`config.mk`:
```
export PLATFORM = sky130hd
export DESIGN_NAME = pipe_stage_buf
export DESIGN_NICKNAME = d
export VERILOG_FILES = /design/src/rtl/pipe_stage_buf.sv
export SDC_FILE = /design/constraint.sdc
export NUM_CORES = 1
export LEC_CHECK = 0
export BUFFER_PORTS_ARGS = -buffer_cell sky130_fd_sc_hd__buf_2
export CORE_MARGIN = 5
export CORE_UTILIZATION = 45
export CTS_CLUSTER_SIZE = 25
export DETAILED_ROUTE_END_ITERATION = 10
export GPL_TIMING_DRIVEN = 1
export MAX_ROUTING_LAYER = met4
export PLACE_DENSITY = 0.71
export SLEW_MARGIN = 20
export SYNTH_ARGS = -nofsm -noshare
export SYNTH_HDL_FRONTEND = slang
export SYNTH_SLANG_ARGS = --single-unit
```
`constraint.sdc`:
```
create_clock -name clk -period 7.6 [get_ports clk]
set_input_delay 0.38 -clock clk [delete_from_list [all_inputs] [get_ports clk]]
set_output_delay 0.38 -clock clk [all_outputs]
set_load 0.01 [all_outputs]
```
`src/rtl/pipe_stage_buf.sv`:
```
// Valid/ready pipeline buffer: circular FIFO of DEPTH entries with optional zero-latency bypass when empty.
// Stall freezes all state; flush and reset empty the buffer at the next edge, flush overriding stall and traffic.
module pipe_stage_buf #(
   parameter int WIDTH  = 32,
   parameter int DEPTH  = 2,
   parameter int BYPASS = 0
) (
   input  logic                       clk,
   input  logic                       reset,
   input  logic                       in_valid,
   output logic                       in_ready,
   input  logic [WIDTH-1:0]           in_data,
   output logic                       out_valid,
   input  logic                       out_ready,
   output logic [WIDTH-1:0]           out_data,
   input  logic                       stall,
   input  logic                       flush,
   output logic [$clog2(DEPTH+1)-1:0] count,
   output logic                       full,
   output logic                       empty
);
   localparam int CW = $clog2(DEPTH + 1);
   localparam int PW = (DEPTH > 1) ? $clog2(DEPTH) : 1;
   localparam logic [PW-1:0] LAST_PTR = PW'(DEPTH - 1);
   localparam logic [CW-1:0] FULL_CNT = CW'(DEPTH);

   logic [WIDTH-1:0] mem_q [DEPTH];
   logic [PW-1:0]    rd_ptr_q, rd_ptr_d;
   logic [PW-1:0]    wr_ptr_q, wr_ptr_d;
   logic [CW-1:0]    count_q, count_d;
   logic             active;
   logic             bypass_hit;
   logic             enq;
   logic             deq;

   // Pointers wrap explicitly so non-power-of-two depths work.
   function automatic logic [PW-1:0] ptr_inc(input logic [PW-1:0] p);
      return (p == LAST_PTR) ? '0 : p + 1'b1;
   endfunction

   always_comb begin
      active     = !reset && !stall && !flush;
      full       = (count_q == FULL_CNT);
      empty      = (count_q == '0);
      count      = count_q;
      bypass_hit = (BYPASS != 0) && empty && in_valid && out_ready && active;
      // in_ready is a function of state and local controls only, never of out_ready.
      in_ready   = !full && active;
      out_valid  = (!empty || bypass_hit) && active;
      enq        = in_valid && in_ready && !bypass_hit;
      deq        = out_valid && out_ready && !bypass_hit;
      out_data   = bypass_hit ? in_data : mem_q[rd_ptr_q];

      rd_ptr_d = deq ? ptr_inc(rd_ptr_q) : rd_ptr_q;
      wr_ptr_d = enq ? ptr_inc(wr_ptr_q) : wr_ptr_q;
      count_d  = count_q;
      case ({enq, deq})
         2'b10:   count_d = count_q + 1'b1;
         2'b01:   count_d = count_q - 1'b1;
         default: count_d = count_q;
      endcase
      if (flush) begin
         rd_ptr_d = '0;
         wr_ptr_d = '0;
         count_d  = '0;
      end
   end

   always_ff @(posedge clk) begin
      if (reset) begin
         rd_ptr_q <= '0;
         wr_ptr_q <= '0;
         count_q  <= '0;
      end else begin
         rd_ptr_q <= rd_ptr_d;
         wr_ptr_q <= wr_ptr_d;
         count_q  <= count_d;
      end
   end

   // Storage is not reset; contents are only observable behind a nonzero count.
   always_ff @(posedge clk) begin
      if (enq) begin
         mem_q[wr_ptr_q] <= in_data;
      end
   end
endmodule
```
==> results <==
- The flow ran to the end, and the final reports show no timing, DRC or antenna violations.
- The number of antenna violations at the first check in global routing is 0.
- STA classifies the critical path startpoint as a flop.
- The count of inserted antenna diode cells is 0.
- Before antenna repair, the detailed router went through 4 iterations.
- The worst setup path is of the reg -> out kind.
- The via count is 1368.
- The count of boundary I/O pins is 76.
- The number of DRC violations after detailed-routing iteration 0 is 51.
- The filler cells instantiated in the layout total 455.
- The switching share of power is 18.9%.
- Once layout is done, the placed cells without fillers occupy 3230 um^2.
- Summed over all layers, the routed wires come to 4310 um.
- The maximum fanout encountered on the critical timing path is 32.
- The cell sitting at the root of the clock tree is a clkbuf_8.
- Final hold analysis gives a worst-case slack of 242 ps.
- Dividing the synthesized area by the synthesized cell count gives 19.5 um^2.
- Based on the critical path, the design can be clocked at up to 518 MHz.
- The static leakage power is 1.19 nW.
- In this run the cell area measured after placement is 3040 um^2.
- In this run, post-CTS repair resized a total of 0 instances.
- The number of flip-flops and latches in the synthesized netlist is 69.
- After the last flow step, the layout net total stands at 253.
- Buffers inserted during clock tree synthesis total 9.
- The number of hold-slack violations in the final timing report was 0.
- The critical path buffer and inverter count is 2.
- The minimum clock period is 1930 ps.
- The clock drives 69 sinks.
- Of the total power, the clock network draws 38.2%.
- The overall die area is 7330 um^2.
- Once the floorplan was initialized, standard cells occupied 46.5% of the core.
- The reported net switching power is 0.136 mW.
- The internal power of the cells totals 0.584 mW.
- The global-route usage over all layers is 12.8%.
- Leaving out fill and tap cells, the most frequent cells in the layout are buf_2, edfxtp_1, mux2_2, clkbuf_8.
- In this run the deepest clock path goes through 2 buffers.
- The buffer count from post-CTS setup fixing is 0.
- The number of H-tree levels is 3.
- Across the whole layout, storage elements account for 2020 um^2.
- The fraction of final layout cells sized beyond drive strength 1 is 56.2%.
- The utilization of the core after routing is 58.4%.
- The wire length of the first global-routing pass is 6840 um.
- The clock tree from TritonCTS is yes.
- For this run the aggregate overflow at the end of global routing stands at 0.
- The synthesis-to-layout area growth is 25.6%.
- After detailed routing, the number of remaining DRC violations is 0.
- The power density over the cells is 223 nW/um^2.
- Setup repair after global routing left no endpoint under its margin.
- The count of final max-slew check failures is 0.
- Summing the sequential cell areas from Yosys gives 78.6% of the chip area.
- The category of the worst setup path capture point is a primary output.
- Entering global routing, the biggest net connects 33 pins.
- For the worst-skew pair, the clock arrives at the later sink with an insertion delay of 320 ps.
- At the worst endpoint, the required time is 7220 ps.
- The post-route clock period utilization is 25.4%.
- The relative slew slack is 38.0%.
- Summed over all nets, the half-perimeter wirelength after detailed placement is 2900 um.
- The count of standard-cell rows is 27.
- The post-synthesis instance area is 2570 um^2.
- Dividing the detail-routed via count by the number of cells gives 4.70.
- The accumulated negative setup slack is 0 ps.
- Synthesis handed over a netlist of 132 instances.
- The type of the worst min-delay path is in -> reg.
- The sequential cell fraction of total power is 58.3%.
- The critical path goes through buf_4 > mux2_2 > buf_2.
- The clock slew seen by the registers of the worst setup and hold paths is 70 ps.
- The worst voltage drop across the vdd grid is 0.112 mV.
- The largest incremental delay on the critical path is 400 ps.
- In this run the tool buffered the top-level ports with 75 buffer cells.
- The number of unique standard cell types used by synthesis is 21.
- Counting every net in the synthesized netlist gives 171.
- The area inside the core boundary is 5540 um^2.
- The family with the most delay on the worst path is buffers and inverters.
- For the worst setup path, the data arrival time is 1550 ps.
- The final weighted congestion in routability-driven placement is 0.762.
- Yosys printed 0 warnings.
- The commonest non-fill, non-tap cell in the layout is buf_2.
- The worst-margin pin slew is 928 ps.
- The multi-input combinational cells in the finished layout cover a total of 534 um^2.
- Once detail routing completed, the nets flagged for antenna violations numbered 0.
- The final setup violation count is 0.
- The die is 85.6 um tall.
- The number of global-route vias before repair is 1449.
- In this run, post-CTS hold repair placed 0 buffers.
- The highest-delay cell along the critical path is mux2_2.
- The share of power burned in combinational logic is 3.5%.
- Clock skew on the completed layout was measured at 6.51 ps.
- Max-cap violations in this run came to 0.
- The floorplan step set the die width to 85.6 um.
- The routed length per placed instance is 14.8 um.
==> metrics by stage <==
step | total power [mW] | setup slack (ps) | cells
after floorplan | 0.437 | 4910 | 132
after global placement | 0.453 | 5350 | 275
after detailed placement | 0.454 | 5330 | 275
after CTS | 0.728 | 5630 | 291
after global routing | 0.751 | 5590 | 291
final | 0.721 | 5670 | 291
==> cell families after synthesis <==
| kind of cell | after synthesis | synth area share [%] |
|---|---|---|
| multiplexers | 32 | 14.0 |
| AO/OA/AOI/OAI | 7 | 1.51 |
| adder cells (fa/ha/maj) | 1 | 0.486 |
| flip-flops | 69 | 78.6 |
| XOR/XNOR | 2 | 0.681 |
| buffers and inverters | 7 | 1.26 |
| AND/OR/NAND/NOR | 14 | 3.50 |
==> synthesized netlist by cell type (all sizes together) <==
cell	number	area (um^2)
a211o	1	8.76
a21oi	3	15.0
buf	5	25.0
dfxtp	5	100
edfxtp	64	1920
ha	1	12.5
inv	2	7.51
mux2	32	360
nand2b	2	15.0
nand3b	1	20.0
nor2	4	15.0
nor2b	1	6.26
nor3	3	15.0
o21ai	3	15.0
or2	1	6.26
or3	2	12.5
xnor2	1	8.76
xor2	1	8.76
==> sequential cells by signal, summed over array words and instances, names as in the netlist, named ones only <==
| register | count |
|---|---|
| mem_q | 64 |
| count | 2 |
| rd_ptr_q | 1 |
| wr_ptr_q | 1 |
==> per-layer routing <==
layer / track usage (%) / routed length [um]
met5: - / 0
met4: 6.91 / 60
met3: 2.88 / 227
met2: 22.0 / 2290
met1: 13.6 / 1730
==> power by group through the flow <==
| stage | combinational (mW) | clock (mW) | sequential [mW] |
|---|---|---|---|
| 2_1_floorplan | 0.00897 | 0 | 0.428 |
| 3_3_place_gp | 0.0252 | 0 | 0.428 |
| 3_5_place_dp | 0.0255 | 0 | 0.428 |
| 4_1_cts | 0.0256 | 0.283 | 0.420 |
| 5_1_grt | 0.0279 | 0.303 | 0.420 |
| 6_report | 0.0251 | 0.276 | 0.420 |
==> final timing paths <==
kind,slack [ps],start,cells after the start,to
hold / removal,240,in_data[30],1,mem_q[0][30]
hold reg to reg,510,wr_ptr_q,1,wr_ptr_q
setup / recovery,5670,flop,3,out_data[31]
setup reg to reg,5760,count[0],3,mem_q[0][5]
==> layout make-up <==
type / instances / area share, %
flip-flops and latches: 69 / 62.5
multi-input cells: 56 / 16.5
repair buffers: 76 / 11.8
clock buffers: 13 / 5.53
well taps: 72 / 2.79
clock inverters: 3 / 0.542
inverters: 2 / 0.232
Note: power is estimated with default switching activity, not from simulation.
